File: src/rtl/vga_timing_gen.sv
// VGA raster timing generator: pixel-enable prescaler, horizontal/vertical
// counters, registered sync/blanking outputs and line/frame boundary strobes.
module vga_timing_gen #(
    parameter int unsigned CLK_DIV   = 4,
    parameter int unsigned H_DISPLAY = 640,
    parameter int unsigned H_FRONT   = 16,
    parameter int unsigned H_SYNC    = 96,
    parameter int unsigned H_BACK    = 48,
    parameter int unsigned V_DISPLAY = 480,
    parameter int unsigned V_FRONT   = 10,
    parameter int unsigned V_SYNC    = 2,
    parameter int unsigned V_BACK    = 33,
    parameter bit          HS_POL    = 1'b0,
    parameter bit          VS_POL    = 1'b0,
    parameter int unsigned CW        = 10
) (
    input  logic          clk,
    input  logic          reset,
    input  logic          enable,
    output logic          p_tick,
    output logic          hsync,
    output logic          vsync,
    output logic          video_on,
    output logic [CW-1:0] pixel_x,
    output logic [CW-1:0] pixel_y,
    output logic          line_end,
    output logic          frame_end
);

    localparam int unsigned H_TOTAL = H_DISPLAY + H_FRONT + H_SYNC + H_BACK;
    localparam int unsigned V_TOTAL = V_DISPLAY + V_FRONT + V_SYNC + V_BACK;
    localparam int unsigned DW      = (CLK_DIV > 1) ? $clog2(CLK_DIV) : 1;

    localparam logic [DW-1:0] DIV_LAST = DW'(CLK_DIV - 1);
    localparam logic [CW-1:0] H_LAST   = CW'(H_TOTAL - 1);
    localparam logic [CW-1:0] V_LAST   = CW'(V_TOTAL - 1);
    localparam logic [CW-1:0] H_DISP   = CW'(H_DISPLAY);
    localparam logic [CW-1:0] V_DISP   = CW'(V_DISPLAY);
    localparam logic [CW-1:0] HS_FIRST = CW'(H_DISPLAY + H_FRONT);
    localparam logic [CW-1:0] HS_LAST  = CW'(H_DISPLAY + H_FRONT + H_SYNC - 1);
    localparam logic [CW-1:0] VS_FIRST = CW'(V_DISPLAY + V_FRONT);
    localparam logic [CW-1:0] VS_LAST  = CW'(V_DISPLAY + V_FRONT + V_SYNC - 1);

    logic [DW-1:0] div;
    logic [DW-1:0] div_next;
    logic [CW-1:0] x_next;
    logic [CW-1:0] y_next;
    logic          hs_next;
    logic          vs_next;
    logic          vo_next;

    // Strobes decode straight from the current counters so they coincide with p_tick
    always_comb begin
        p_tick    = enable && (div == DIV_LAST);
        line_end  = p_tick && (pixel_x == H_LAST);
        frame_end = line_end && (pixel_y == V_LAST);
    end

    // Next-state counters and the sync/blank decode of that next position, so the
    // registered outputs always describe the coordinates shown in the same cycle
    always_comb begin
        div_next = '0;
        x_next   = '0;
        y_next   = '0;
        hs_next  = ~HS_POL;
        vs_next  = ~VS_POL;
        vo_next  = 1'b0;
        if (enable) begin
            div_next = (div == DIV_LAST) ? '0 : div + 1'b1;
            x_next   = pixel_x;
            y_next   = pixel_y;
            if (p_tick) begin
                if (pixel_x == H_LAST) begin
                    x_next = '0;
                    y_next = (pixel_y == V_LAST) ? '0 : pixel_y + 1'b1;
                end else begin
                    x_next = pixel_x + 1'b1;
                end
            end
            hs_next = ((x_next >= HS_FIRST) && (x_next <= HS_LAST)) ? HS_POL : ~HS_POL;
            vs_next = ((y_next >= VS_FIRST) && (y_next <= VS_LAST)) ? VS_POL : ~VS_POL;
            vo_next = (x_next < H_DISP) && (y_next < V_DISP);
        end
    end

    // State registers; enable=0 loads the same values as reset
    always_ff @(posedge clk or posedge reset) begin
        if (reset) begin
            div      <= '0;
            pixel_x  <= '0;
            pixel_y  <= '0;
            hsync    <= ~HS_POL;
            vsync    <= ~VS_POL;
            video_on <= 1'b0;
        end else begin
            div      <= div_next;
            pixel_x  <= x_next;
            pixel_y  <= y_next;
            hsync    <= hs_next;
            vsync    <= vs_next;
            video_on <= vo_next;
        end
    end

endmodule

File: config.mk
export PLATFORM = sky130hd
export DESIGN_NAME = vga_timing_gen
export DESIGN_NICKNAME = d
export VERILOG_FILES = /design/src/rtl/vga_timing_gen.sv
export SDC_FILE = /design/constraint.sdc
export NUM_CORES = 1
export LEC_CHECK = 0
export ABC_AREA = 1
export CELL_PAD_IN_SITES_DETAIL_PLACEMENT = 1
export CELL_PAD_IN_SITES_GLOBAL_PLACEMENT = 1
export CORE_ASPECT_RATIO = 1.1
export CORE_UTILIZATION = 39
export DETAILED_ROUTE_END_ITERATION = 10
export HOLD_SLACK_MARGIN = 0.08
export PLACE_DENSITY_LB_ADDON = 0.1
export RECOVER_POWER = 100
export SLEW_MARGIN = 5
export SYNTH_ARGS = -nofsm -noshare
export SYNTH_HDL_FRONTEND = slang
export SYNTH_SLANG_ARGS = --single-unit
export TNS_END_PERCENT = 30
File: constraint.sdc
create_clock -name clk -period 4.4 [get_ports clk]
set_input_delay 0.44 -clock clk [delete_from_list [all_inputs] [get_ports clk]]
set_output_delay 0.44 -clock clk [all_outputs]
set_load 0.005 [all_outputs]
# After elaboration in Yosys (flattened, before gate mapping)
# Cells that the tools add are included.
[word_totals] ff_bits=25 input_bits=3
[op_classes] add_sub_neg=3 order_cmp=6 eq_ne=3 mux=16 reduce_logical=6
[ops] operator="two-way mux 10 bit" n=9
[ops] operator="adder 10 x 1 -> 10 bit (second input constant)" n=2
[ops] operator="== test 10 bit (second input constant)" n=2
[ops] operator=">= comparator 10 bit (second input constant)" n=1
[ops] operator=">= comparator 10 x 9 -> 1 bit (second input constant)" n=1
[ops] operator="less-or-equal comparator 10 bit (second input constant)" n=1
[ops] operator="less-or-equal comparator 10 x 9 -> 1 bit (second input constant)" n=1
[ops] operator="less-than comparator 10 bit (second input constant)" n=1
[ops] operator="less-than comparator 10 x 9 -> 1 bit (second input constant)" n=1
[ops] operator="logical AND 1 bit" n=6
[ops] operator="two-way mux 1 bit" n=5
[ops] operator="two-way mux 2 bit" n=2
[ops] operator="adder 2 x 1 -> 2 bit (second input constant)" n=1
[ops] operator="== test 2 bit (second input constant)" n=1

# Logic depth before layout (Yosys ltp)
# Gate-level depths: netlist of the first run.
[depth] depth_word=9 ltp_mapped=11 ltp_nobuf=11

# Least setup slack after synthesis of the first run
# Ideal clock, no wire load.
[synth_path] kind="register -> output" from="register pixel_x[0]" to="output frame_end" t_arrival_ns=1.277 required_ns=3.960 slack_ns=2.683 stages_incl_launch_ff=7 path_buffers=0 cell_sequence="dfrtp_1 ha_1 nand2_1 nor2_2 nand3_2 or2_1 inv_1"
[synth_between] elab_chain_cells=3
[synth_lines] element="start, declared" line="24" text="output logic [CW-1:0] pixel_x,"
[synth_lines] element="start signal, assigned" line="97" text="pixel_x <= x_next;"
[synth_lines] element="== test 10 bit" line="55" text="line_end = p_tick && (pixel_x == H_LAST);"
[synth_lines] element="logical AND 1 bit" line="55"
[synth_lines] element="logical AND 1 bit" line="56" text="frame_end = line_end && (pixel_y == V_LAST);"
[synth_lines] element="end, declared" line="27" text="output logic frame_end"
# No other way between the ends.

# Final worst setup path of the first run
[layout_path] from="input enable" to="output frame_end"
[layout_between] elab_chain_cells=3
[layout_lines] element="start, declared" line="19" text="input logic enable,"
[layout_lines] element="logical AND 1 bit" line="54" text="p_tick = enable && (div == DIV_LAST);"
[layout_lines] element="logical AND 1 bit" line="55"
[layout_lines] element="logical AND 1 bit" line="56"
# No other way between the ends.

==> results of run 1 <==
[through the flow]
stage | hold WS, ns | util [%] | setup WS [ns] | instance area (µm²) | power, mW
final | 0.452 | 51.6 | 0.948 | 1770 | 0.365
after global routing | 0.467 | 51.6 | 0.812 | 1770 | 0.382
after CTS | 0.455 | 52.1 | 1.34 | 1790 | 0.376
after detailed placement | 0.435 | 51.3 | 1.37 | 1760 | 0.262
after global placement | 0.428 | 51.3 | 1.45 | 1760 | 0.261
after floorplan | 0.415 | - | 2.68 | 1450 | 0.253
[where the power goes]
group          switching (mW)  total [mW]  leakage, nW  internal [mW]
Clock                  0.0757       0.110       0.0177         0.0341
Combinational          0.0141      0.0203        0.537        0.00623
Sequential            0.00176       0.235        0.338          0.233
[flip-flops by register name (all words and copies together), names as in the netlist]
| name | cells |
|---|---|
| video_on | 1 |
| pixel_x | 10 |
| vsync | 1 |
| pixel_y | 10 |
| hsync | 1 |
| div | 2 |
[synth_stat cells, drive strengths merged]
| cell | count |
|---|---|
| nor2 | 41 |
| nor3b | 1 |
| ha | 4 |
| nand3 | 19 |
| a211oi | 1 |
| a21oi | 4 |
| clkbuf | 1 |
| nand3b | 1 |
| clkinv | 2 |
| nand4 | 3 |
| nand2 | 52 |
| dfstp | 2 |
| o21bai | 1 |
| buf | 2 |
| or2 | 2 |
| dfrtp | 23 |
| inv | 28 |
| nor3 | 6 |
| xor2 | 3 |
| o21ai | 5 |
[worst paths after layout]
check | startpoint | to | slack [ns] | cells past startpoint
max | enable | frame_end | 0.95 | 7
min | div[0] | div[0] | 0.45 | 1
max reg2reg | pixel_x[0] | video_on | 1.92 | 10
min reg2reg | div[0] | div[0] | 0.45 | 1
max in group asynchronous | reset | pixel_y[2] | 3.05 | 2
min in group asynchronous | reset | div[0] | 0.76 | 2
[layer usage]
layer	GRT usage, %	vias up	part of all wire (%)
li1	-	683	-
met2	39.6	18	51
met1	29.0	667	46
met5	0	-	0
met4	6.98	0	0.79
met3	1.76	4	1.9
[layout make-up]
type	count	area, µm²
clock buffers	3	22.5
well taps	48	60.1
flip-flops and latches	25	628
repair buffers	28	280
inverters	30	114
multi-input cells	143	664
fillers	461	1670
clock inverters	1	5.00
[critical path: cells and delay by family]
family / cells / cell delay [ns]
buffers and inverters: 3 / 1.27
and+or+nand+nor: 4 / 1.29
[logic make-up after synthesis]
kind of cell               Yosys count
and+or+nand+nor                    125
buffers and inverters               33
DFF                                 25
AOI/OAI and AO/OA                   11
adders and majority gates            4
xor gates and xnor gates             3
==> results.yml, run 1 <==
run_status:
  status: "finished clean"
route:
  drtPass1Iterations: 4
  drc: 0
  drt_iter0_drc: 32
  postRouteAntennaNets: 0
  wl_per_cell_um: 14.0
  via_per_inst: 4.94
  wl_um: 3900
  vias: 1372
synthesis:
  ys_types: 27
  yosys.area.top_type: "dfrtp_1"
  synth_fp_nets: 208
  synth_top_family_by_area: "simple AND/OR/NAND/NOR gates"
  synth_top_area_share_pct: 39.8
  synth.area.mux_share_pct: 0
  synth_compound_area_share_pct: 4.15
  yosys.area_share.xor_xnor_pct: 1.82
  yosys.area_share.adder_pct: 3.46
  synthTopCellsByArea: "dfrtp_1 40%, nand2_1 13%, nor2_1 9.3%"
  ys_ff_latch: 25
  synthCells: 201
  yosys_warnings: 0
  seq_area_frac_synth_pct: 43.4
  synth_area_um2: 1450
  synthSimpleGateAreaFrac_pct: 37.7
  postSynthAreaPerCell_um2: 7.20
critical_path:
  crit_type: "input port to output port"
  worstPathRequired_ns: 3.96
  end_kind: "output port"
  crit_chain: "dlygate4sd3_1, nand2_1, nor2_2, nand3_1, or2_0, inv_1, clkdlybuf4s50_1"
  startpoint_type: "input port"
  crit_arrival_ns: 3.01
  critical_path.slowest_cell: "dlygate4sd3_1"
  max_stage_delay_ns: 0.67
  critPathMaxFanout: 13
sta:
  skew_ns: 0.00200
  rsz0062_at_grt: "no"
  worst_pin_slew_ns: 0.980
  finalSetupTns_ns: 0
  final_max_slew_viol_count: 0
  min_period_over_period_pct: 78.5
  fin_crit_ns: 3.45
  slew_headroom_pct: 34.6
  hold_viol_final: 0
  setup_viol: 0
  fmax_mhz: 290
finish:
  final_cell_mix: "52 x nand2_1, 38 x nor2_1, 28 x inv_1"
  area_growth_pct: 22.7
  drive_gt1_share_pct: 4.78
  fin_cells: 278
  nets: 238
  diodes: 0
  mostFrequentLayoutCell: "nand2_1"
flow_run:
  max_cap_viol_count: 0
global_routing:
  grt_pass1_wl_um: 6620
  gr-usage-all-layers_pct: 22.6
  grt_pass1_vias: 1426
  grt_max_degree: 26
  grt_antenna_before_repair: 0
  grt_overflow: 0
floorplanning:
  die_area_um2: 3960
  ios: 29
  initial_core_util_pct: 42.0
  coreArea_um2: 3440
  rows: 22
  die_w_um: 60.1
  die_y_um: 65.9
placement:
  gp_congestion: 0.876
  dp_cells: 274
  io_buffers: 28
  dpl.hpwl_um: 2970
clock_network:
  cts_sinks: 25
  clockBufferDepth: 2
  numCtsBuffers: 3
  clk_pin_slew_ns: 0.15
  clock_latency_ns: 0.33
  postCtsSetupBuffers: 0
  root_buffer: "clkbuf_4"
  cts_max_level: 1
  cts-resized-gates: 0
  ctsHoldBuffers: 0
  cts_tree: "done"
power_and_ir_drop:
  power.density_nw_per_um2: 206
  peakVddDrop_mv: 0.125
  p_leak_nw: 0.892
hold_path:
  hp-class: "flop to flop"
No activity file was read; power rests on OpenSTA's default activity.
==> run 2: changes to the inputs <==
--- a/config.mk
+++ b/config.mk
@@ -9,7 +9,7 @@
 export CELL_PAD_IN_SITES_DETAIL_PLACEMENT = 1
 export CELL_PAD_IN_SITES_GLOBAL_PLACEMENT = 1
 export CORE_ASPECT_RATIO = 1.1
-export CORE_UTILIZATION = 39
+export CORE_UTILIZATION = 36
 export DETAILED_ROUTE_END_ITERATION = 10
 export HOLD_SLACK_MARGIN = 0.08
 export PLACE_DENSITY_LB_ADDON = 0.1
==> constraint.sdc (replaced) <==
create_clock -name clk -period 3.3 [get_ports clk]
set_input_delay 0.33 -clock clk [delete_from_list [all_inputs] [get_ports clk]]
set_output_delay 0.33 -clock clk [all_outputs]
set_load 0.005 [all_outputs]
==> results.yml, run 2 (synthesized netlist as in run 1, its figures left out) <==
sta:
  worst_pin_slew_ns: 0.956
  rsz0062_at_grt: "no"
  holdWs_ns: 0.462
  fmax_mhz: 356
  final_max_slew_viol_count: 0
  finalSetupTns_ns: 0
  fin_ws_ns: 0.491
  slew_headroom_pct: 36.2
  fin_crit_ns: 2.81
  hold_viol_final: 0
  skew_ns: 0.00664
  min_period_over_period_pct: 85.1
  setup_viol: 0
floorplanning:
  initial_core_util_pct: 38.7
  die_area_um2: 4280
  die_y_um: 68.5
  rows: 23
  ios: 29
  coreArea_um2: 3740
  die_w_um: 62.4
critical_path:
  crit_top_cell: "dlygate4sd3_1"
  path_delay_family: "buffers and inverters"
  worstPathRequired_ns: 2.97
  crit_chain: "dlygate4sd3_1, nand2_1, nor2_1, nand3_2, buf_4, clkinvlp_2, dlygate4sd3_1"
  rrSetupSlack_ns: 1.17
  startpoint_type: "input port"
  r2r_start: "pixel_x[1]"
  max_stage_delay_ns: 0.63
  worstSetupStartpoint: "enable"
  crit_buf_inv: 4
  end_kind: "output port"
  reg2regPathDepth: 11
  critical_path.slowest_cell: "dlygate4sd3_1"
  crit_arrival_ns: 2.48
  critPathMaxFanout: 12
  rr_endpoint: "video_on"
  crit_type: "input port to output port"
placement:
  io_buffers: 28
  gp_congestion: 0.801
  dpl_worst_slack_ns: 0.783
  dpl.hpwl_um: 3020
route:
  via_per_inst: 4.92
  drtPass1Iterations: 4
  wl_um: 3880
  drc: 0
  postRouteAntennaNets: 0
  vias: 1382
  wl_per_cell_um: 13.8
  drt_iter0_drc: 57
power_and_ir_drop:
  p_comb_share_pct: 5.1
  power.switching_mw: 0.122
  p_int_mw: 0.406
  p_leak_nw: 0.902
  p_seq_share_pct: 59.5
  power.density_nw_per_um2: 292
  peakVddDrop_mv: 0.148
  pwr-share-clk_pct: 35.4
  switching_share_pct: 23.1
global_routing:
  grt_pass1_wl_um: 6890
  grt_antenna_before_repair: 0
  gr-usage-all-layers_pct: 20.8
  grt_overflow: 0
  grt_max_degree: 26
  grt_pass1_vias: 1495
hold_path:
  min_from: "div[0]"
  worstHoldEndpoint: "div[0]"
  hp-class: "flop to flop"
  worstHoldPathCells: 1
finish:
  nets: 239
  largestRegisters: "pixel_x x10, pixel_y x10, div x2"
  area_growth_pct: 24.7
  mostFrequentLayoutCell: "nand2_1"
  diodes: 0
  drive_gt1_share_pct: 4.76
  final_cell_mix: "52 x nand2_1, 39 x nor2_1, 28 x inv_1"
clock_network:
  numCtsBuffers: 3
  clk_pin_slew_ns: 0.09
  cts_sinks: 25
  ctsHoldBuffers: 0
  cts-resized-gates: 0
  root_buffer: "clkbuf_8"
  cts_max_level: 1
  clockBufferDepth: 2
  cts_tree: "done"
  clock_latency_ns: 0.27
  postCtsSetupBuffers: 0
run_status:
  status: "finished clean"
flow_run:
  max_cap_viol_count: 0
==> run 2: changes by cell type in the layout (fill, tap and decap cells not counted) <==
cell	before	now
nor2_2	3	2
nor2_1	38	39
nand3_1	19	18
clkbuf_4	3	0
clkbuf_8	0	3
clkbuf_1	0	1
buf_4	0	1
nand3_2	0	1
clkinv_2	1	0
==> run 2: layout make-up <==
cell class / instances / area (µm²)
inverter: 30 / 114
clock buffer: 4 / 45.0
timing repair buffer: 29 / 288
fill: 488 / 1940
sequential: 25 / 628
multi-input combinational: 143 / 667
tap: 50 / 62.6
==> run 2: power groups by stage <==
stage	logic [mW]	clock network, mW	registers [mW]
after floorplan	0.0185	0	0.319
after global placement	0.0293	0	0.319
after detailed placement	0.0309	0	0.320
after CTS	0.0309	0.195	0.314
after global routing	0.0316	0.208	0.314
final	0.0269	0.187	0.314
==> run 2: worst reg2reg max path, stage by stage (launching register included) <==
cell	delay, ns
dfrtp_1	0.42
ha_1	0.19
nand2_1	0.11
nor2_2	0.22
nand3_2	0.11
buf_4	0.20
nor2_1	0.26
nand3_1	0.15
nand2_1	0.09
nand3_1	0.07
nor2_1	0.15
nor2_1	0.06
==> run 2: stage by stage <==
| step | util, % | instance area [µm²] | cells | power, mW |
|---|---|---|---|---|
| finish | 48.2 | 1800 | 281 | 0.527 |
| CTS | 48.6 | 1820 | 281 | 0.539 |
| global placement | 47.4 | 1770 | 277 | 0.348 |
| global route | 48.2 | 1800 | 281 | 0.554 |
| floorplan | - | 1450 | 201 | 0.337 |
| detailed placement | 47.4 | 1770 | 277 | 0.350 |
==> run 2: worst max-delay path by stage <==
| stage | cells past startpoint | slack, ns | to |
|---|---|---|---|
| 2_1_floorplan | 11 | 1.66 | video_on |
| 3_3_place_gp | 7 | 0.81 | frame_end |
| 3_5_place_dp | 7 | 0.78 | frame_end |
| 4_1_cts | 8 | 0.78 | frame_end |
| 5_1_grt | 7 | 0.33 | line_end |
| 6_report | 7 | 0.49 | line_end |
==> run 2: per-layer routing <==
metal | GRT usage, % | up-vias | wire, µm
met5 | 0 | - | 0
met4 | 5.52 | 0 | 29
met3 | 2.17 | 4 | 60
met2 | 38.6 | 19 | 1930
met1 | 25.8 | 676 | 1870
li1 | - | 683 | -
